**config.mk**
```make
export PLATFORM = sky130hd
export DESIGN_NAME = ysyx_23060025_xbar_flat
export DESIGN_NICKNAME = d
export VERILOG_FILES = /design/src/rtl/ysyx_23060025_xbar_pkg.sv /design/src/rtl/ysyx_23060025_xbar_if.sv /design/src/rtl/ysyx_23060025_xbar.sv /design/src/flat_wrapper.sv
export SDC_FILE = /design/constraint.sdc
export NUM_CORES = 1
export LEC_CHECK = 0
export ABC_AREA = 1
export BUFFER_PORTS_ARGS = -buffer_cell sky130_fd_sc_hd__buf_2
export CAP_MARGIN = 30
export CORE_AREA = 3 3 162 164
export DETAILED_ROUTE_END_ITERATION = 10
export DIE_AREA = 0 0 165 167
export PLACE_DENSITY = 0.4
export SETUP_SLACK_MARGIN = 0.3
export SKIP_CTS_REPAIR_TIMING = 1
export SLEW_MARGIN = 10
export SYNTH_ARGS = -nofsm -noshare
export SYNTH_HDL_FRONTEND = slang
export SYNTH_SLANG_ARGS = --single-unit
```
**constraint.sdc**
```tcl
create_clock -name clock -period 2.08 [get_ports clock]
set_input_delay 0.312 -clock clock [delete_from_list [all_inputs] [get_ports clock]]
set_output_delay 0.312 -clock clock [all_outputs]
set_load 0.02 [all_outputs]
```
**src/rtl/ysyx_23060025_xbar_pkg.sv**
```systemverilog
// Shared constants for the AXI 1-to-2 crossbar: target selects, response codes
// and the FSM state encoding.
package ysyx_23060025_xbar_pkg;

  localparam logic       AXI_XBAR_SOC    = 1'b0;
  localparam logic       AXI_XBAR_CLINT  = 1'b1;
  localparam logic [1:0] AXI_RESP_OKAY   = 2'b00;
  localparam logic [1:0] AXI_RESP_SLVERR = 2'b10;

  typedef enum logic [2:0] {
    XBAR_IDLE         = 3'd0,
    XBAR_RD_SOC       = 3'd1,
    XBAR_RD_CLINT     = 3'd2,
    XBAR_WR_SOC       = 3'd3,
    XBAR_WR_CLINT_ERR = 3'd4
  } xbar_state_e;

  // Routing decision taken when leaving IDLE; a write aimed at CLINT becomes a local error.
  function automatic xbar_state_e xbar_route(input logic is_read, input logic dev);
    xbar_state_e st;
    if (is_read) begin
      st = (dev == AXI_XBAR_CLINT) ? XBAR_RD_CLINT : XBAR_RD_SOC;
    end else begin
      st = (dev == AXI_XBAR_SOC) ? XBAR_WR_SOC : XBAR_WR_CLINT_ERR;
    end
    return st;
  endfunction

endpackage

```
**src/rtl/ysyx_23060025_xbar_if.sv**
```systemverilog
// One AXI4 port (five channels). master/slave carry the full port; master_rd is
// the read-only view used for the CLINT, which has no write channels.
interface ysyx_23060025_xbar_if #(
  parameter int ADDR_LEN = 32,
  parameter int DATA_LEN = 32
);
  logic [ADDR_LEN-1:0]   ar_addr;
  logic                  ar_valid;
  logic                  ar_ready;
  logic [7:0]            ar_len;
  logic [2:0]            ar_size;

  logic [DATA_LEN-1:0]   r_data;
  logic                  r_valid;
  logic                  r_ready;
  logic                  r_last;
  logic [1:0]            r_resp;

  logic [ADDR_LEN-1:0]   aw_addr;
  logic                  aw_valid;
  logic                  aw_ready;
  logic [7:0]            aw_len;
  logic [2:0]            aw_size;

  logic [DATA_LEN-1:0]   w_data;
  logic [DATA_LEN/8-1:0] w_strb;
  logic                  w_valid;
  logic                  w_ready;
  logic                  w_last;

  logic                  b_valid;
  logic                  b_ready;
  logic [1:0]            b_resp;

  modport master (
    output ar_addr, ar_valid, ar_len, ar_size, input ar_ready,
    input  r_data, r_valid, r_last, r_resp, output r_ready,
    output aw_addr, aw_valid, aw_len, aw_size, input aw_ready,
    output w_data, w_strb, w_valid, w_last, input w_ready,
    input  b_valid, b_resp, output b_ready
  );

  modport slave (
    input  ar_addr, ar_valid, ar_len, ar_size, output ar_ready,
    output r_data, r_valid, r_last, r_resp, input r_ready,
    input  aw_addr, aw_valid, aw_len, aw_size, output aw_ready,
    input  w_data, w_strb, w_valid, w_last, output w_ready,
    output b_valid, b_resp, input b_ready
  );

  modport master_rd (
    output ar_addr, ar_valid, ar_len, ar_size, input ar_ready,
    input  r_data, r_valid, r_last, r_resp, output r_ready
  );
endinterface

```
**src/rtl/ysyx_23060025_xbar.sv**
```systemverilog
// AXI4 1-to-2 crossbar: routes one transaction at a time to SoC or CLINT and
// answers CLINT writes locally with SLVERR. Handshakes pass through combinationally.
module ysyx_23060025_xbar
  import ysyx_23060025_xbar_pkg::*;
#(
  parameter int ADDR_LEN = 32,
  parameter int DATA_LEN = 32
) (
  input  logic                     clock,
  input  logic                     reset,
  input  logic                     axi_device,
  ysyx_23060025_xbar_if.slave      m,
  ysyx_23060025_xbar_if.master     soc,
  ysyx_23060025_xbar_if.master_rd  clint
);

  xbar_state_e state_q, state_d;
  logic ar_done_q, ar_done_d;
  logic aw_done_q, aw_done_d;
  logic w_done_q, w_done_d;

  logic rd_soc, rd_clint, wr_soc, wr_err, b_open;
  logic ar_hs, r_end, aw_hs, w_end, b_hs;
  logic [ADDR_LEN-1:0] ar_addr_bc;
  logic [DATA_LEN-1:0] r_data_mux;

  assign rd_soc   = (state_q == XBAR_RD_SOC);
  assign rd_clint = (state_q == XBAR_RD_CLINT);
  assign wr_soc   = (state_q == XBAR_WR_SOC);
  assign wr_err   = (state_q == XBAR_WR_CLINT_ERR);
  assign b_open   = aw_done_q & w_done_q;

  // Read address: fields broadcast, valid gated by route and by ar_done.
  assign ar_addr_bc     = m.ar_addr;
  assign soc.ar_addr    = ar_addr_bc;
  assign soc.ar_len     = m.ar_len;
  assign soc.ar_size    = m.ar_size;
  assign clint.ar_addr  = ar_addr_bc;
  assign clint.ar_len   = m.ar_len;
  assign clint.ar_size  = m.ar_size;
  assign soc.ar_valid   = rd_soc & m.ar_valid & ~ar_done_q;
  assign clint.ar_valid = rd_clint & m.ar_valid & ~ar_done_q;
  assign m.ar_ready     = ~ar_done_q & ((rd_soc & soc.ar_ready) | (rd_clint & clint.ar_ready));

  assign r_data_mux     = rd_soc ? soc.r_data : (rd_clint ? clint.r_data : '0);
  assign m.r_data       = r_data_mux;
  assign m.r_resp       = rd_soc ? soc.r_resp : (rd_clint ? clint.r_resp : AXI_RESP_OKAY);
  assign m.r_last       = (rd_soc & soc.r_last) | (rd_clint & clint.r_last);
  assign m.r_valid      = (rd_soc & soc.r_valid) | (rd_clint & clint.r_valid);
  assign soc.r_ready    = rd_soc & m.r_ready;
  assign clint.r_ready  = rd_clint & m.r_ready;

  // Write channels: the CLINT error path swallows AW/W itself.
  assign soc.aw_addr    = m.aw_addr;
  assign soc.aw_len     = m.aw_len;
  assign soc.aw_size    = m.aw_size;
  assign soc.aw_valid   = wr_soc & m.aw_valid & ~aw_done_q;
  assign m.aw_ready     = ~aw_done_q & ((wr_soc & soc.aw_ready) | wr_err);

  assign soc.w_data     = m.w_data;
  assign soc.w_strb     = m.w_strb;
  assign soc.w_last     = m.w_last;
  assign soc.w_valid    = wr_soc & m.w_valid & ~w_done_q;
  assign m.w_ready      = ~w_done_q & ((wr_soc & soc.w_ready) | wr_err);

  assign m.b_valid      = b_open & ((wr_soc & soc.b_valid) | wr_err);
  assign m.b_resp       = (b_open & wr_soc) ? soc.b_resp :
                          (b_open & wr_err) ? AXI_RESP_SLVERR : AXI_RESP_OKAY;
  assign soc.b_ready    = b_open & wr_soc & m.b_ready;

  assign ar_hs = m.ar_valid & m.ar_ready;
  assign r_end = m.r_valid & m.r_ready & m.r_last;
  assign aw_hs = m.aw_valid & m.aw_ready;
  assign w_end = m.w_valid & m.w_ready & m.w_last;
  assign b_hs  = m.b_valid & m.b_ready;

  always_comb begin
    state_d   = state_q;
    ar_done_d = ar_done_q;
    aw_done_d = aw_done_q;
    w_done_d  = w_done_q;
    case (state_q)
      XBAR_IDLE: begin
        ar_done_d = 1'b0;
        aw_done_d = 1'b0;
        w_done_d  = 1'b0;
        if (m.ar_valid) begin
          state_d = xbar_route(1'b1, axi_device);
        end else if (m.aw_valid) begin
          state_d = xbar_route(1'b0, axi_device);
        end
      end
      XBAR_RD_SOC, XBAR_RD_CLINT: begin
        ar_done_d = ar_done_q | ar_hs;
        if (r_end) begin
          state_d   = XBAR_IDLE;
          ar_done_d = 1'b0;
        end
      end
      XBAR_WR_SOC, XBAR_WR_CLINT_ERR: begin
        aw_done_d = aw_done_q | aw_hs;
        w_done_d  = w_done_q | w_end;
        if (b_hs) begin
          state_d   = XBAR_IDLE;
          aw_done_d = 1'b0;
          w_done_d  = 1'b0;
        end
      end
      default: begin
        state_d   = XBAR_IDLE;
        ar_done_d = 1'b0;
        aw_done_d = 1'b0;
        w_done_d  = 1'b0;
      end
    endcase
  end

  always_ff @(posedge clock or negedge reset) begin
    if (!reset) begin
      state_q   <= XBAR_IDLE;
      ar_done_q <= 1'b0;
      aw_done_q <= 1'b0;
      w_done_q  <= 1'b0;
    end else begin
      state_q   <= state_d;
      ar_done_q <= ar_done_d;
      aw_done_q <= aw_done_d;
      w_done_q  <= w_done_d;
    end
  end

  // A master valid may only drop after its handshake.
  ar_hold_a: assert property (@(posedge clock) disable iff (!reset)
    (m.ar_valid && !m.ar_ready) |=> m.ar_valid);
  aw_hold_a: assert property (@(posedge clock) disable iff (!reset)
    (m.aw_valid && !m.aw_ready) |=> m.aw_valid);
  w_hold_a: assert property (@(posedge clock) disable iff (!reset)
    (m.w_valid && !m.w_ready) |=> m.w_valid);

endmodule

```
**src/flat_wrapper.sv**
```systemverilog
// flat-port wrapper written by rule: the top's interface ports become plain ports
module ysyx_23060025_xbar_flat import ysyx_23060025_xbar_pkg::*;
#(
  parameter int ADDR_LEN = 32,
  parameter int DATA_LEN = 32
)
  (clock, reset, axi_device, m_ar_addr, m_ar_valid, m_ar_len, m_ar_size, m_ar_ready, m_r_data, m_r_valid, m_r_last, m_r_resp, m_r_ready, m_aw_addr, m_aw_valid, m_aw_len, m_aw_size, m_aw_ready, m_w_data, m_w_strb, m_w_valid, m_w_last, m_w_ready, m_b_valid, m_b_resp, m_b_ready, soc_ar_addr, soc_ar_valid, soc_ar_len, soc_ar_size, soc_ar_ready, soc_r_data, soc_r_valid, soc_r_last, soc_r_resp, soc_r_ready, soc_aw_addr, soc_aw_valid, soc_aw_len, soc_aw_size, soc_aw_ready, soc_w_data, soc_w_strb, soc_w_valid, soc_w_last, soc_w_ready, soc_b_valid, soc_b_resp, soc_b_ready, clint_ar_addr, clint_ar_valid, clint_ar_len, clint_ar_size, clint_ar_ready, clint_r_data, clint_r_valid, clint_r_last, clint_r_resp, clint_r_ready);
  ysyx_23060025_xbar_if #(.ADDR_LEN(ADDR_LEN), .DATA_LEN(DATA_LEN)) m_i ();
  ysyx_23060025_xbar_if #(.ADDR_LEN(ADDR_LEN), .DATA_LEN(DATA_LEN)) soc_i ();
  ysyx_23060025_xbar_if #(.ADDR_LEN(ADDR_LEN), .DATA_LEN(DATA_LEN)) clint_i ();
  input  logic clock;
  input  logic reset;
  input  logic axi_device;
  input wire logic [$bits(m_i.ar_addr)-1:0] m_ar_addr;
  input wire logic [$bits(m_i.ar_valid)-1:0] m_ar_valid;
  input wire logic [$bits(m_i.ar_len)-1:0] m_ar_len;
  input wire logic [$bits(m_i.ar_size)-1:0] m_ar_size;
  output wire logic [$bits(m_i.ar_ready)-1:0] m_ar_ready;
  output wire logic [$bits(m_i.r_data)-1:0] m_r_data;
  output wire logic [$bits(m_i.r_valid)-1:0] m_r_valid;
  output wire logic [$bits(m_i.r_last)-1:0] m_r_last;
  output wire logic [$bits(m_i.r_resp)-1:0] m_r_resp;
  input wire logic [$bits(m_i.r_ready)-1:0] m_r_ready;
  input wire logic [$bits(m_i.aw_addr)-1:0] m_aw_addr;
  input wire logic [$bits(m_i.aw_valid)-1:0] m_aw_valid;
  input wire logic [$bits(m_i.aw_len)-1:0] m_aw_len;
  input wire logic [$bits(m_i.aw_size)-1:0] m_aw_size;
  output wire logic [$bits(m_i.aw_ready)-1:0] m_aw_ready;
  input wire logic [$bits(m_i.w_data)-1:0] m_w_data;
  input wire logic [$bits(m_i.w_strb)-1:0] m_w_strb;
  input wire logic [$bits(m_i.w_valid)-1:0] m_w_valid;
  input wire logic [$bits(m_i.w_last)-1:0] m_w_last;
  output wire logic [$bits(m_i.w_ready)-1:0] m_w_ready;
  output wire logic [$bits(m_i.b_valid)-1:0] m_b_valid;
  output wire logic [$bits(m_i.b_resp)-1:0] m_b_resp;
  input wire logic [$bits(m_i.b_ready)-1:0] m_b_ready;
  output wire logic [$bits(soc_i.ar_addr)-1:0] soc_ar_addr;
  output wire logic [$bits(soc_i.ar_valid)-1:0] soc_ar_valid;
  output wire logic [$bits(soc_i.ar_len)-1:0] soc_ar_len;
  output wire logic [$bits(soc_i.ar_size)-1:0] soc_ar_size;
  input wire logic [$bits(soc_i.ar_ready)-1:0] soc_ar_ready;
  input wire logic [$bits(soc_i.r_data)-1:0] soc_r_data;
  input wire logic [$bits(soc_i.r_valid)-1:0] soc_r_valid;
  input wire logic [$bits(soc_i.r_last)-1:0] soc_r_last;
  input wire logic [$bits(soc_i.r_resp)-1:0] soc_r_resp;
  output wire logic [$bits(soc_i.r_ready)-1:0] soc_r_ready;
  output wire logic [$bits(soc_i.aw_addr)-1:0] soc_aw_addr;
  output wire logic [$bits(soc_i.aw_valid)-1:0] soc_aw_valid;
  output wire logic [$bits(soc_i.aw_len)-1:0] soc_aw_len;
  output wire logic [$bits(soc_i.aw_size)-1:0] soc_aw_size;
  input wire logic [$bits(soc_i.aw_ready)-1:0] soc_aw_ready;
  output wire logic [$bits(soc_i.w_data)-1:0] soc_w_data;
  output wire logic [$bits(soc_i.w_strb)-1:0] soc_w_strb;
  output wire logic [$bits(soc_i.w_valid)-1:0] soc_w_valid;
  output wire logic [$bits(soc_i.w_last)-1:0] soc_w_last;
  input wire logic [$bits(soc_i.w_ready)-1:0] soc_w_ready;
  input wire logic [$bits(soc_i.b_valid)-1:0] soc_b_valid;
  input wire logic [$bits(soc_i.b_resp)-1:0] soc_b_resp;
  output wire logic [$bits(soc_i.b_ready)-1:0] soc_b_ready;
  output wire logic [$bits(clint_i.ar_addr)-1:0] clint_ar_addr;
  output wire logic [$bits(clint_i.ar_valid)-1:0] clint_ar_valid;
  output wire logic [$bits(clint_i.ar_len)-1:0] clint_ar_len;
  output wire logic [$bits(clint_i.ar_size)-1:0] clint_ar_size;
  input wire logic [$bits(clint_i.ar_ready)-1:0] clint_ar_ready;
  input wire logic [$bits(clint_i.r_data)-1:0] clint_r_data;
  input wire logic [$bits(clint_i.r_valid)-1:0] clint_r_valid;
  input wire logic [$bits(clint_i.r_last)-1:0] clint_r_last;
  input wire logic [$bits(clint_i.r_resp)-1:0] clint_r_resp;
  output wire logic [$bits(clint_i.r_ready)-1:0] clint_r_ready;
  assign m_i.ar_addr = m_ar_addr;
  assign m_i.ar_valid = m_ar_valid;
  assign m_i.ar_len = m_ar_len;
  assign m_i.ar_size = m_ar_size;
  assign m_ar_ready = m_i.ar_ready;
  assign m_r_data = m_i.r_data;
  assign m_r_valid = m_i.r_valid;
  assign m_r_last = m_i.r_last;
  assign m_r_resp = m_i.r_resp;
  assign m_i.r_ready = m_r_ready;
  assign m_i.aw_addr = m_aw_addr;
  assign m_i.aw_valid = m_aw_valid;
  assign m_i.aw_len = m_aw_len;
  assign m_i.aw_size = m_aw_size;
  assign m_aw_ready = m_i.aw_ready;
  assign m_i.w_data = m_w_data;
  assign m_i.w_strb = m_w_strb;
  assign m_i.w_valid = m_w_valid;
  assign m_i.w_last = m_w_last;
  assign m_w_ready = m_i.w_ready;
  assign m_b_valid = m_i.b_valid;
  assign m_b_resp = m_i.b_resp;
  assign m_i.b_ready = m_b_ready;
  assign soc_ar_addr = soc_i.ar_addr;
  assign soc_ar_valid = soc_i.ar_valid;
  assign soc_ar_len = soc_i.ar_len;
  assign soc_ar_size = soc_i.ar_size;
  assign soc_i.ar_ready = soc_ar_ready;
  assign soc_i.r_data = soc_r_data;
  assign soc_i.r_valid = soc_r_valid;
  assign soc_i.r_last = soc_r_last;
  assign soc_i.r_resp = soc_r_resp;
  assign soc_r_ready = soc_i.r_ready;
  assign soc_aw_addr = soc_i.aw_addr;
  assign soc_aw_valid = soc_i.aw_valid;
  assign soc_aw_len = soc_i.aw_len;
  assign soc_aw_size = soc_i.aw_size;
  assign soc_i.aw_ready = soc_aw_ready;
  assign soc_w_data = soc_i.w_data;
  assign soc_w_strb = soc_i.w_strb;
  assign soc_w_valid = soc_i.w_valid;
  assign soc_w_last = soc_i.w_last;
  assign soc_i.w_ready = soc_w_ready;
  assign soc_i.b_valid = soc_b_valid;
  assign soc_i.b_resp = soc_b_resp;
  assign soc_b_ready = soc_i.b_ready;
  assign clint_ar_addr = clint_i.ar_addr;
  assign clint_ar_valid = clint_i.ar_valid;
  assign clint_ar_len = clint_i.ar_len;
  assign clint_ar_size = clint_i.ar_size;
  assign clint_i.ar_ready = clint_ar_ready;
  assign clint_i.r_data = clint_r_data;
  assign clint_i.r_valid = clint_r_valid;
  assign clint_i.r_last = clint_r_last;
  assign clint_i.r_resp = clint_r_resp;
  assign clint_r_ready = clint_i.r_ready;
  ysyx_23060025_xbar #(.ADDR_LEN(ADDR_LEN), .DATA_LEN(DATA_LEN)) u_core (.clock(clock), .reset(reset), .axi_device(axi_device), .m(m_i), .soc(soc_i), .clint(clint_i));
endmodule
```
==> results of run 1 <==
[cell families after synthesis]
family / synth area share, %
AO/OA/AOI/OAI: 16.5
adder cells (fa/ha/maj): 0.596
buffers and inverters: 63.9
flip-flops: 7.16
AND/OR/NAND/NOR: 11.8
[registers in the layout, summed over array words and instances (netlist names)]
| register | flops |
|---|---|
| u_core.w_done_q | 1 |
| u_core.state_q | 3 |
| u_core.ar_done_q | 1 |
| u_core.aw_done_q | 1 |
[cells in the final DEF, fill, tap and decap left out]
cell type / count
sky130_fd_sc_hd__a31oi_1: 1
sky130_fd_sc_hd__inv_1: 13
sky130_fd_sc_hd__nor3_2: 3
sky130_fd_sc_hd__nor3b_2: 2
sky130_fd_sc_hd__buf_12: 3
sky130_fd_sc_hd__inv_4: 3
sky130_fd_sc_hd__nor3_4: 1
sky130_fd_sc_hd__nand2_2: 4
sky130_fd_sc_hd__a22o_1: 32
sky130_fd_sc_hd__clkbuf_16: 4
sky130_fd_sc_hd__buf_2: 103
sky130_fd_sc_hd__inv_2: 2
sky130_fd_sc_hd__dfrtp_2: 3
sky130_fd_sc_hd__dlygate4sd3_1: 1
sky130_fd_sc_hd__nand3_2: 2
sky130_fd_sc_hd__nand4_1: 3
sky130_fd_sc_hd__ha_1: 1
sky130_fd_sc_hd__nor2_2: 1
sky130_fd_sc_hd__nand3_1: 7
sky130_fd_sc_hd__a21oi_1: 6
sky130_fd_sc_hd__nand2_1: 13
sky130_fd_sc_hd__buf_6: 26
sky130_fd_sc_hd__nor2_1: 12
sky130_fd_sc_hd__o22ai_4: 1
sky130_fd_sc_hd__nor3_1: 2
sky130_fd_sc_hd__dfrtp_1: 3
sky130_fd_sc_hd__o22ai_2: 1
sky130_fd_sc_hd__buf_4: 21
sky130_fd_sc_hd__a22o_4: 2
[critical path, stage by stage, from the launching register on]
cell,delay [ns]
sky130_fd_sc_hd__dfrtp_2,0.44
sky130_fd_sc_hd__inv_4,0.10
sky130_fd_sc_hd__nor3_4,0.05
sky130_fd_sc_hd__buf_12,0.13
sky130_fd_sc_hd__buf_6,0.11
sky130_fd_sc_hd__buf_12,0.14
sky130_fd_sc_hd__a22o_4,0.26
sky130_fd_sc_hd__buf_4,0.16
[synth_stat cells, drive strengths merged]
cell type,n
nand4,3
nand3,9
a31oi,1
a22o,34
nand2,17
a21oi,6
nor2,13
inv,18
clkbuf,6
o22ai,2
nor3b,2
nor3,6
ha,1
buf,167
dfrtp,6
[report_power, final]
group          internal, mW  switching (mW)  leakage (nW)
sequential            0.157          0.0665        0.0768
clock                 0.246          0.0588        0.0370
combinational          1.12            1.29          1.09
[metal layers]
| metal | GRT usage (%) | vias up | part of all wire (%) | routed length [um] |
|---|---|---|---|---|
| met5 | 0 | - | 0.21 | 23 |
| met4 | 4.38 | 4 | 6.3 | 680 |
| met3 | 4.78 | 78 | 16 | 1770 |
| met2 | 10.3 | 183 | 45 | 4890 |
| met1 | 6.28 | 760 | 32 | 3460 |
| li1 | - | 762 | - | - |
[final timing paths]
check	to	slack (ns)	cells past startpoint
worst min register to register	u_core.state_q[0]$_DFFE_PN0P_	0.59	2
worst max register to register	u_core.state_q[2]$_DFFE_PN0P_	0.43	11
worst min-delay path	u_core.w_done_q$_DFFE_PN0N_	0.38	3
max in group asynchronous	u_core.state_q[0]$_DFFE_PN0P_	1.47	2
min in group asynchronous	u_core.ar_done_q$_DFFE_PN0N_	0.44	2
worst max-delay path	m_r_resp[0]	0.15	7
[area by class of cell]
class | count | area share, %
Sequential cell | 6 | 6.27
Inverter | 18 | 3.06
Timing Repair Buffer | 155 | 43.2
Clock buffer | 3 | 3.06
Tap cell | 330 | 16.8
Multi-Input combinational cell | 94 | 27.6
==> results.env, run 1 <==
SYNTH_CELL_TYPE_COUNT=21
SYNTHESIS.AREA_MM2=0.00210
TIMING.CRITICAL_PATH.FROM='u_core.state_q[1]$_DFFE_PN0P_'
FILLERINSTANCES=2931
POST_SYNTH_INST_COUNT=291
GP_CONGESTION=0.737
HOLD_CLASS='in2reg'
SEQUENTIAL_CELL_AREA_UM2=154
OUTCOME='finished, final reports clean'
PATH_MAX_FANOUT=12
UNREPAIRED_SETUP_ENDPOINTS_AFTER_GLOBAL_ROUTING='yes'
HTREEDEPTH=1
GRT_START_MAX_NET_PINS=25
WORST-SETUP-PATH-TYPE='reg2out'
MAPPEDNETLISTNETS=502
WORST_SETUP_HOLD_PATH_CLK_SLEW_NS=0.04
PORT_BUFFERS=137
WL_PER_CELL_UM=17.9
ARRIVAL_NS=1.62
VERTICAL_DIE_DIMENSION_UM=167
CRITPATHREQUIREDTIME_NS=1.77
POSTSYNTHREGISTERBITS=6
ROUTE.DETAILED.DRC=0
FINAL-MAX-SLEW-VIOLATION-COUNT=0
FIN_SETUP_TNS_NS=0
GLOBAL_ROUTE.OVERFLOW_TOTAL=0
POSTLAYOUTCOREUTIL_PCT=9.81
NUMCLOCKSINKS=6
MIN_PERIOD_OVER_PERIOD_PCT=93.0
LAYOUT_MIN_CYCLE_TIME_NS=1.93
DRT_ITER0_DRC=41
FIRST_GLOBAL_VIAS=1816
ANTENNA_VIOLATIONS_BEFORE_REPAIR=4
DIE_X_UM=165
CLOCKROOTBUFFER='sky130_fd_sc_hd__clkbuf_16'
HOLD-WORST-SLACK_NS=0.384
WIRELENGTH_UM=10800
NUM_IO_PINS=425
DETAIL_ROUTE.FIRST_PASS.ITERATIONS=4
FINAL_NON_FILLER_CELL_TOTAL=606
HOLDCRITSTARTPOINT='m_w_last'
SYNTH.LARGEST_AREA_CELL='sky130_fd_sc_hd__buf_4'
CLOCK_TREE_BUF_DEPTH=2
WORST_SLEW_PIN_SLEW_NS=0.343
CRIT-REG2REG-LAUNCH='u_core.state_q[1]$_DFFE_PN0P_'
SETUP.WORST_PATH.START_CLASS='register'
NUMBER_OF_ENDPOINTS_FAILING_SETUP_AT_THE_FINAL_STAGE=0
SYNTH_TOP_AREA_SHARE_PCT=59.4
N_ANTENNA_CELL=0
CLKLATENCYLATEPIN_NS=0.22
ROWS=58
TOTAL_CLOCK_BUFFERS_CREATED_BY_CTS=3
PNR_TOTAL_POWER_mW=2.94
DETAILROUTE.VIA_COUNT=1787
STDCELL_AREA_MM2=0.00245
MAXCLOCKFREQUENCY_MHz=517
FP.DIEAREA_MM2=0.0276
WORSTSETUPENDPOINTTYPE='output port'
NETLIST_TOP_CELLS_AREA='sky130_fd_sc_hd__buf_4 (59%), sky130_fd_sc_hd__a22o_1 (14%), sky130_fd_sc_hd__dfrtp_1 (7.2%)'
GRT_USAGE_PCT=6.68
DETAIL_ROUTE.VIAS_PER_CELL=2.95
CLOCK_TREE_FROM_TRITONCTS='done'
DP_HPWL_UM=9350
AREA_GROWTH_SYN_TO_LAYOUT_PCT=17.0
FP.COREAREA_MM2=0.0250
INITIAL_UTILIZATION_PCT=8.38
DP.CELLS=591
NUM-NETS-FINAL=489
MAX_CAP_VIOLATIONS=0
WIRE_LENGTH_OF_THE_FIRST_GLOBAL_ROUTING_PASS_UM=13000
DETAILEDPLACE.WORSTSLACK_NS=0.227
FINALHOLDVIOLATIONS=0
DPL_CELL_AREA_MM2=0.00198
YS.WARNINGS.COUNT=0
CELLLEAKAGEPOWER_nW=1.21
VDD_IR_DROP_MAX_uV=375
CELLPOWERDENSITY_mW_PER_MM2=1200
FINAL_CRITICAL_PATH_SETUP_SLACK_NS=0.147
AVG_CELL_AREA_SYN_UM2=7.21
FINAL_LAYOUT_SIZE_SUFFIX_GT1_SHARE_PCT=65.9
SYNTH.YOSYS.SEQ_AREA_SHARE_PCT=7.16
FIN_WORST_SKEW_NS=0.00497
MULTI_INPUT_COMB_AREA_UM2=677
DRTANTENNAVIOLNETS=0
RELATIVE_SLEW_MARGINS_PCT=77.2
Note: power is estimated with default switching activity, not from simulation.
==> run 2, diff against run 1 <==
Clock period 2.08 ns to 2.1 ns, I/O delays scaled along.
==> run 2 against run 1 <==
Sequential share of layout area down 0.29 points. Combinational power up 8%. Final area up 5.7%. Cell count up 0.83%. Sequential cell count unchanged. Critical path type unchanged. Largest power group unchanged.
==> results.env, run 2 (synthesis results as in run 1) <==
WORST_SETUP_HOLD_PATH_CLK_SLEW_NS=0.03  # about the same
DRTANTENNAVIOLNETS=0  # unchanged
CRITPATHREQUIREDTIME_NS=1.78  # about the same
WORST_R2R_ENDPOINT='u_core.state_q[0]$_DFFE_PN0P_'
GLOBAL_ROUTE.OVERFLOW_TOTAL=0  # unchanged
DIE_X_UM=165  # unchanged
CELLLEAKAGEPOWER_nW=1.25  # +3.4%
WIRE_LENGTH_OF_THE_FIRST_GLOBAL_ROUTING_PASS_UM=12700  # -1.7%
WORST-SETUP-PATH-TYPE='reg2out'
FINAL_CRITICAL_PATH_SETUP_SLACK_NS=0.191  # +0.0442 ns
ROUTE.DETAILED.DRC=0  # unchanged
NUM-NETS-FINAL=494  # +1.0%
DETAIL_ROUTE.FIRST_PASS.ITERATIONS=4  # unchanged
MIN_PERIOD_OVER_PERIOD_PCT=90.9
MAXCLOCKFREQUENCY_MHz=524
CLKLATENCYLATEPIN_NS=0.22  # about the same
WORST_PATH_MAX_DELAY_CELL='sky130_fd_sc_hd__dfrtp_2'
LAYOUT_MIN_CYCLE_TIME_NS=1.91
AREA_GROWTH_SYN_TO_LAYOUT_PCT=23.6
CLOCK_TREE_BUF_DEPTH=2  # unchanged
GRT_USAGE_PCT=6.67  # -0.0068 points
HOLD-WORST-SLACK_NS=0.384  # +0.00000500 ns
VERTICAL_DIE_DIMENSION_UM=167  # unchanged
FILLERINSTANCES=2923  # -0.27%
TIMING.CRITICAL_PATH.CELLS='inv_4 > nor3_4 > buf_6 > buf_12 > a22o_1 > buf_4'
DETAILROUTE.VIA_COUNT=1817  # +1.7%
FINAL_NON_FILLER_CELL_TOTAL=611  # +0.83%
NUMCLOCKSINKS=6  # unchanged
MOST-COMMON-LAYOUT-CELLS='sky130_fd_sc_hd__buf_2 (96), sky130_fd_sc_hd__buf_6 (36), sky130_fd_sc_hd__a22o_1 (34)'
MAX_FLOP_REGISTER='u_core.state_q'
STDCELL_AREA_MM2=0.00259  # +5.7%
PATH_MAX_FANOUT=6  # -6
R2R_SLACK_NS=0.40  # -0.03 ns
HOLDCRITSTARTPOINT='m_w_valid'
GP_CONGESTION=0.714  # -3.2%
MIN_DELAY_PATH_DEPTH=3  # unchanged
SETUP.WORST_PATH.START_CLASS='register'
ROWS=58  # unchanged
DPL_CELL_AREA_MM2=0.00195  # -1.4%
N_ANTENNA_CELL=0  # unchanged
CRIT-REG2REG-LAUNCH='u_core.state_q[1]$_DFFE_PN0P_'
CRITPATHMAXSTAGEDELAY_NS=0.42  # -0.02 ns
MAX_CAP_VIOLATIONS=0  # unchanged
FINAL_LAYOUT_SIZE_SUFFIX_GT1_SHARE_PCT=67.3  # +1.3 points
TOTAL_CLOCK_BUFFERS_CREATED_BY_CTS=3  # unchanged
GRT_START_MAX_NET_PINS=25  # unchanged
LARGEST_REG_FLOPS=3  # unchanged
RELATIVE_SLEW_MARGINS_PCT=85.2  # +8.1 points
CLOCKROOTBUFFER='sky130_fd_sc_hd__clkbuf_16'
WORSTSETUPENDPOINTTYPE='output port'
HOLDPATHEND='u_core.w_done_q$_DFFE_PN0N_'
ARRIVAL_NS=1.59  # -0.03 ns
UNREPAIRED_SETUP_ENDPOINTS_AFTER_GLOBAL_ROUTING='yes'
FIN_WORST_SKEW_NS=0.000199  # -0.00477 ns
REG2REG_DEPTH=12  # +1
NUMBER_OF_ENDPOINTS_FAILING_SETUP_AT_THE_FINAL_STAGE=0  # unchanged
FIRST_GLOBAL_VIAS=1727  # -4.9%
FINAL-MAX-SLEW-VIOLATION-COUNT=0  # unchanged
ANTENNA_VIOLATIONS_BEFORE_REPAIR=5  # +1
DRT_ITER0_DRC=32  # -22%
VDD_IR_DROP_MAX_uV=291  # -22%
HTREEDEPTH=1  # unchanged
POSTLAYOUTCOREUTIL_PCT=10.4  # +0.55 points
DETAILEDPLACE.WORSTSLACK_NS=0.0842  # -0.143 ns
WIRELENGTH_UM=10900  # +0.29%
CLOCK_TREE_FROM_TRITONCTS='done'
FP.COREAREA_MM2=0.0250  # unchanged
DETAIL_ROUTE.VIAS_PER_CELL=2.97  # +0.85%
NUM_IO_PINS=425  # unchanged
INITIAL_UTILIZATION_PCT=8.38  # unchanged
HOLD_CLASS='in2reg'
MOST_COMMON_CELL_AFTER_LAYOUT_FILL_AND_TAPS_ASIDE='sky130_fd_sc_hd__buf_2'
OUTCOME='finished, final reports clean'
FP.DIEAREA_MM2=0.0276  # unchanged
DP.CELLS=589  # -0.34%
PORT_BUFFERS=137  # unchanged
WL_PER_CELL_UM=17.8  # -0.53%
DP_HPWL_UM=9380  # +0.34%
FINALHOLDVIOLATIONS=0  # unchanged
CELLPOWERDENSITY_mW_PER_MM2=1200  # +0.53%
WORST_SLEW_PIN_SLEW_NS=0.220  # -0.123 ns
run 2: routing by layer:
layer / up-vias / wire length [um] / track usage, %
li1: 771 / - / -
met1: 772 / 3350 / 5.99
met2: 187 / 4900 / 10.1
met3: 79 / 1860 / 5.40
met4: 8 / 704 / 4.60
met5: - / 46 / 0
run 2: worst max-delay path by stage:
stage                                              from           end  slack, ns  cells past startpoint
after floorplan           u_core.state_q[0]$_DFFE_PN0P_  m_r_data[10]       0.39                      4
after detailed placement  u_core.state_q[0]$_DFFE_PN0P_   m_r_resp[0]       0.08                      4
after global routing      u_core.state_q[1]$_DFFE_PN0P_    m_ar_ready       0.13                      8
after CTS                 u_core.state_q[0]$_DFFE_PN0P_   m_r_resp[0]      -0.15                      4
after global placement    u_core.state_q[0]$_DFFE_PN0P_   m_r_resp[0]       0.12                      4
final                     u_core.state_q[1]$_DFFE_PN0P_   m_r_resp[0]       0.19                      6
run 2: area by class of cell:
class	instances	area [um^2]	share of cell area, %
sequential	6	155	5.98
inverter	18	72.6	2.80
clock buffer	3	75.1	2.89
timing repair buffer	160	1180	45.6
tap	330	413	15.9
multi-input combinational	94	694	26.8
run 2: worst max-delay path: cells and delay by family (launching register included):
family / cells / cell delay [ns]
AO/OA/AOI/OAI: 1 / 0.18
buffers and inverters: 4 / 0.54
flip-flops: 1 / 0.42
AND/OR/NAND/NOR: 1 / 0.22
run 2: report_power, final:
part	internal, mW	switching (mW)
clock	0.244	0.0565
combinational	1.27	1.33
sequential	0.156	0.0693
run 2: through the flow:
| step | TNS [ns] | power [mW] |
|---|---|---|
| 5_1_grt | 0 | 3.33 |
| 4_1_cts | -1.18 | 2.26 |
| 6_report | 0 | 3.12 |
| 2_1_floorplan | 0 | 1.77 |
| 3_3_place_gp | 0 | 1.94 |
| 3_5_place_dp | 0 | 1.95 |
==> run 3, diff against run 2 <==
Settings changed: ABC_AREA 1 to default, CORE_AREA 3 3 162 164 to 3 3 165 167, DIE_AREA 0 0 165 167 to 0 0 168 170.
==> run 3 against run 2 <==
Sequential cell count did not move. Global-route usage fell by 1.2 points. Worst setup slack got worse by 0.0039 ns. First-iteration DRC count rose by 47%. Register-to-register slack improved by 0.06 ns. Via count fell by 0.61%. Synthesized area rose by 7.2%. Clock power rose by 5%. Wire length fell by 13%.
==> results.env, run 3 <==
FIRST_GLOBAL_VIAS=1787  # +3.5%
DRT_ITER0_DRC=47  # +47%
GLOBAL_ROUTE.USAGE.MET3_PCT=3.60  # -1.8 points
WORST_SETUP_HOLD_PATH_CLK_SLEW_NS=0.03  # about the same
SYNTHESIS.AREA_MM2=0.00225  # +7.2%
AVG_CELL_AREA_SYN_UM2=7.95  # +10%
GRT_MOST_USED_LAYER='met2'
DETAILROUTE.VIA_COUNT=1806  # -0.61%
POSTSYNTHREGISTERBITS=6  # unchanged
FINAL_CRITICAL_PATH_SETUP_SLACK_NS=0.187  # -0.00390 ns
MOST-COMMON-LAYOUT-CELLS='sky130_fd_sc_hd__buf_2 (130), sky130_fd_sc_hd__a22o_1 (35), sky130_fd_sc_hd__nor2_1 (10), sky130_fd_sc_hd__buf_4 (10), sky130_fd_sc_hd__nand2_1 (7)'
SYNTH.MOST_COMMON_CELL='sky130_fd_sc_hd__buf_4'
SYNTHESIZED_AREA_FRACTION_OCCUPIED_BY_ADDER_CELLS_PCT=0.556  # -0.040 points
YS_DOMINANT_REG_CELL='sky130_fd_sc_hd__dfrtp_1'
NUMBER_OF_ENDPOINTS_FAILING_SETUP_AT_THE_FINAL_STAGE=0  # unchanged
LAYOUT_MIN_CYCLE_TIME_NS=1.91  # +0.00390 ns
DETAILEDPLACE.WORSTSLACK_NS=0.276  # +0.192 ns
FINAL_NON_FILLER_CELL_TOTAL=597  # -2.3%
WORST_SLEW_PIN_SLEW_NS=0.281  # +0.0613 ns
ROWS=59  # +1.7%
SYNTH_EDF_COUNT=0  # unchanged
MAXCLOCKFREQUENCY_MHz=523  # -0.20%
NUM_IO_PINS=425  # unchanged
CLOCK_TREE_BUF_DEPTH=2  # unchanged
SETUP.WORST_PATH.START_CLASS='register'
SYNTH_ASYNC_SR_FLOP_SHARE_PCT=100  # unchanged
POST_SYNTH_INST_COUNT=283  # -2.7%
WL_PER_CELL_UM=15.8  # -11%
GRT_USAGE_PCT=5.45  # -1.2 points
UNREPAIRED_SETUP_ENDPOINTS_AFTER_GLOBAL_ROUTING='yes'
FINAL-MAX-SLEW-VIOLATION-COUNT=0  # unchanged
FP.DIEAREA_MM2=0.0286  # +3.6%
MAX_FLOP_REGISTER='u_core.state_q'
WORST-SETUP-PATH-TYPE='reg2out'
WORSTSETUPENDPOINTTYPE='output port'
FINAL_LAYOUT_SIZE_SUFFIX_GT1_SHARE_PCT=67.6  # +0.30 points
SYNTH_SIMPLE_GATE_AREA_SHARE_PCT=12.5  # +0.71 points
AREA_GROWTH_SYN_TO_LAYOUT_PCT=6.45
YS.WARNINGS.COUNT=0  # unchanged
TOTAL_CLOCK_BUFFERS_CREATED_BY_CTS=3  # unchanged
SYNTH.LARGEST_AREA_CELL='sky130_fd_sc_hd__buf_4'
OUTCOME='finished, final reports clean'
SYNTH-XOR-AREA-SHARE_PCT=0  # unchanged
HTREEDEPTH=1  # unchanged
SYNTH.YOSYS.SEQ_AREA_SHARE_PCT=6.67  # -0.48 points
ARRIVAL_NS=1.60  # about the same
CLOCK_TREE_FROM_TRITONCTS='done'
GLOBAL_ROUTING_USAGE_ON_MET2_PCT=7.42  # -2.7 points
FP.COREAREA_MM2=0.0259  # +3.5%
VERTICAL_DIE_DIMENSION_UM=170  # +1.8%
DP.CELLS=583  # -1.0%
FIN_SETUP_TNS_NS=0  # unchanged
CLOCKROOTBUFFER='sky130_fd_sc_hd__clkbuf_16'
STDCELL_AREA_MM2=0.00239  # -7.7%
SYNTH_MUX_AREA_SHARE_PCT=0  # unchanged
LARGEST_REG_FLOPS=3  # unchanged
FIN_WORST_SKEW_NS=0.00603  # +0.00584 ns
NUM-NETS-FINAL=475  # -3.8%
DP_HPWL_UM=7360  # -22%
HOLD_CLASS='in2reg'
CLKLATENCYLATEPIN_NS=0.23  # about the same
MOST_COMMON_CELL_AFTER_LAYOUT_FILL_AND_TAPS_ASIDE='sky130_fd_sc_hd__buf_2'
HOLD-WORST-SLACK_NS=0.365  # -0.0190 ns
DPL_CELL_AREA_MM2=0.00206  # +5.3%
DETAIL_ROUTE.FIRST_PASS.ITERATIONS=4  # unchanged
POSTLAYOUTCOREUTIL_PCT=9.24  # -1.1 points
VDD_IR_DROP_MAX_uV=439  # +51%
DIE_X_UM=168  # +1.8%
CELLLEAKAGEPOWER_nW=1.17  # -6.3%
DRTANTENNAVIOLNETS=0  # unchanged
CELLPOWERDENSITY_mW_PER_MM2=1360  # +13%
ROUTE.DETAILED.DRC=0  # unchanged
MAX_CAP_VIOLATIONS=0  # unchanged
DETAIL_ROUTE.VIAS_PER_CELL=3.03  # +1.7%
N_ANTENNA_CELL=0  # unchanged
RELATIVE_SLEW_MARGINS_PCT=81.2  # -4.1 points
CRITPATHREQUIREDTIME_NS=1.78  # about the same
PORT_BUFFERS=137  # unchanged
INITIAL_UTILIZATION_PCT=8.68  # +0.30 points
ANTENNA_VIOLATIONS_BEFORE_REPAIR=0  # -5
GRT_START_MAX_NET_PINS=36  # +44%
NETLIST_TOP_CELLS_AREA='sky130_fd_sc_hd__buf_4 (57%), sky130_fd_sc_hd__a22o_1 (14%), sky130_fd_sc_hd__dfrtp_1 (6.7%)'
COMPOUND_CELL_AREA_SHARE_OF_THE_YOSYS_NETLIST_PCT=20.0  # +3.4 points
WIRELENGTH_UM=9420  # -13%
FINALHOLDVIOLATIONS=0  # unchanged
MAPPEDNETLISTNETS=494  # -1.6%
PNR_TOTAL_POWER_mW=3.25  # +4.1%
GP_CONGESTION=0.626  # -12%
GLOBALROUTEMET1UTIL_PCT=5.74  # -0.25 points
FILLERINSTANCES=3009  # +2.9%
SYNTH_CELL_TYPE_COUNT=36  # +71%
SYNTH_TOP_AREA_SHARE_PCT=56.7  # -2.7 points
SYNTH_TOP_FAMILY_BY_AREA='buffers and inverters'
MIN_PERIOD_OVER_PERIOD_PCT=91.1  # +0.19 points
NUMCLOCKSINKS=6  # unchanged
GLOBAL_ROUTE.OVERFLOW_TOTAL=0  # unchanged
WIRE_LENGTH_OF_THE_FIRST_GLOBAL_ROUTING_PASS_UM=11700  # -8.4%
YOSYS-TOP-CELLS-COUNT='sky130_fd_sc_hd__buf_4 (170), sky130_fd_sc_hd__a22o_1 (35), sky130_fd_sc_hd__nor2_1 (10)'
PATH_MAX_FANOUT=9  # +3
## run 3: changes by cell type after synthesis, sizes merged, moves of 3 or more
| cell | delta |
|---|---|
| nor2b | +4 |
| buf | +10 |
| nand3 | -6 |
| nor3 | -3 |
| nand2 | -9 |
| inv | -16 |
| nor4bb | +3 |
| nor2 | -3 |
| clkbuf | -6 |
## run 3: critical path, cell delays in order (launching register included)
cell and delay (ns):
sky130_fd_sc_hd__dfrtp_1 0.41, sky130_fd_sc_hd__and2b_2 0.23, sky130_fd_sc_hd__and2_4 0.21, sky130_fd_sc_hd__buf_12 0.16
sky130_fd_sc_hd__a22o_1 0.20, sky130_fd_sc_hd__buf_2 0.16
## run 3: final cells by class
class	instances	area [um^2]	share of cell area (%)
Inverter	2	7.51	0.313
Tap cell	335	419	17.5
Multi-Input combinational cell	98	816	34.1
Clock buffer	3	75.1	3.13
Sequential cell	6	151	6.32
Timing Repair Buffer	153	926	38.7
## run 3: where the power goes
| group | switching (mW) | leakage, nW | internal, mW |
|---|---|---|---|
| clock | 0.0687 | 0.0370 | 0.245 |
| combinational | 1.50 | 1.06 | 1.20 |
| sequential | 0.0691 | 0.0766 | 0.164 |
## run 3: path summary, 6_finish.rpt
path,slack [ns],cells past startpoint,end,start
setup reg to reg,0.46,7,u_core.ar_done_q$_DFFE_PN0N_,u_core.state_q[2]$_DFFE_PN0P_
max in group asynchronous,1.45,2,u_core.state_q[2]$_DFFE_PN0P_,reset
hold / removal,0.36,2,u_core.state_q[0]$_DFFE_PN0P_,axi_device
setup / recovery,0.19,5,m_r_data[29],u_core.state_q[0]$_DFFE_PN0P_
min in group asynchronous,0.46,2,u_core.w_done_q$_DFFE_PN0N_,reset
hold reg to reg,0.65,2,u_core.ar_done_q$_DFFE_PN0N_,u_core.ar_done_q$_DFFE_PN0N_
## run 3: logic make-up after synthesis
family,Yosys count
AOI/OAI and AO/OA,52
adders and majority gates,1
buffers and inverters,179
DFF,6
and+or+nand+nor,45
## run 3: metal layers
layer  vias up  wire length [um]
met1       771              3250
met2       202              3890
met4         2               719
met3        73              1510
met5         -                46
li1        758                 -
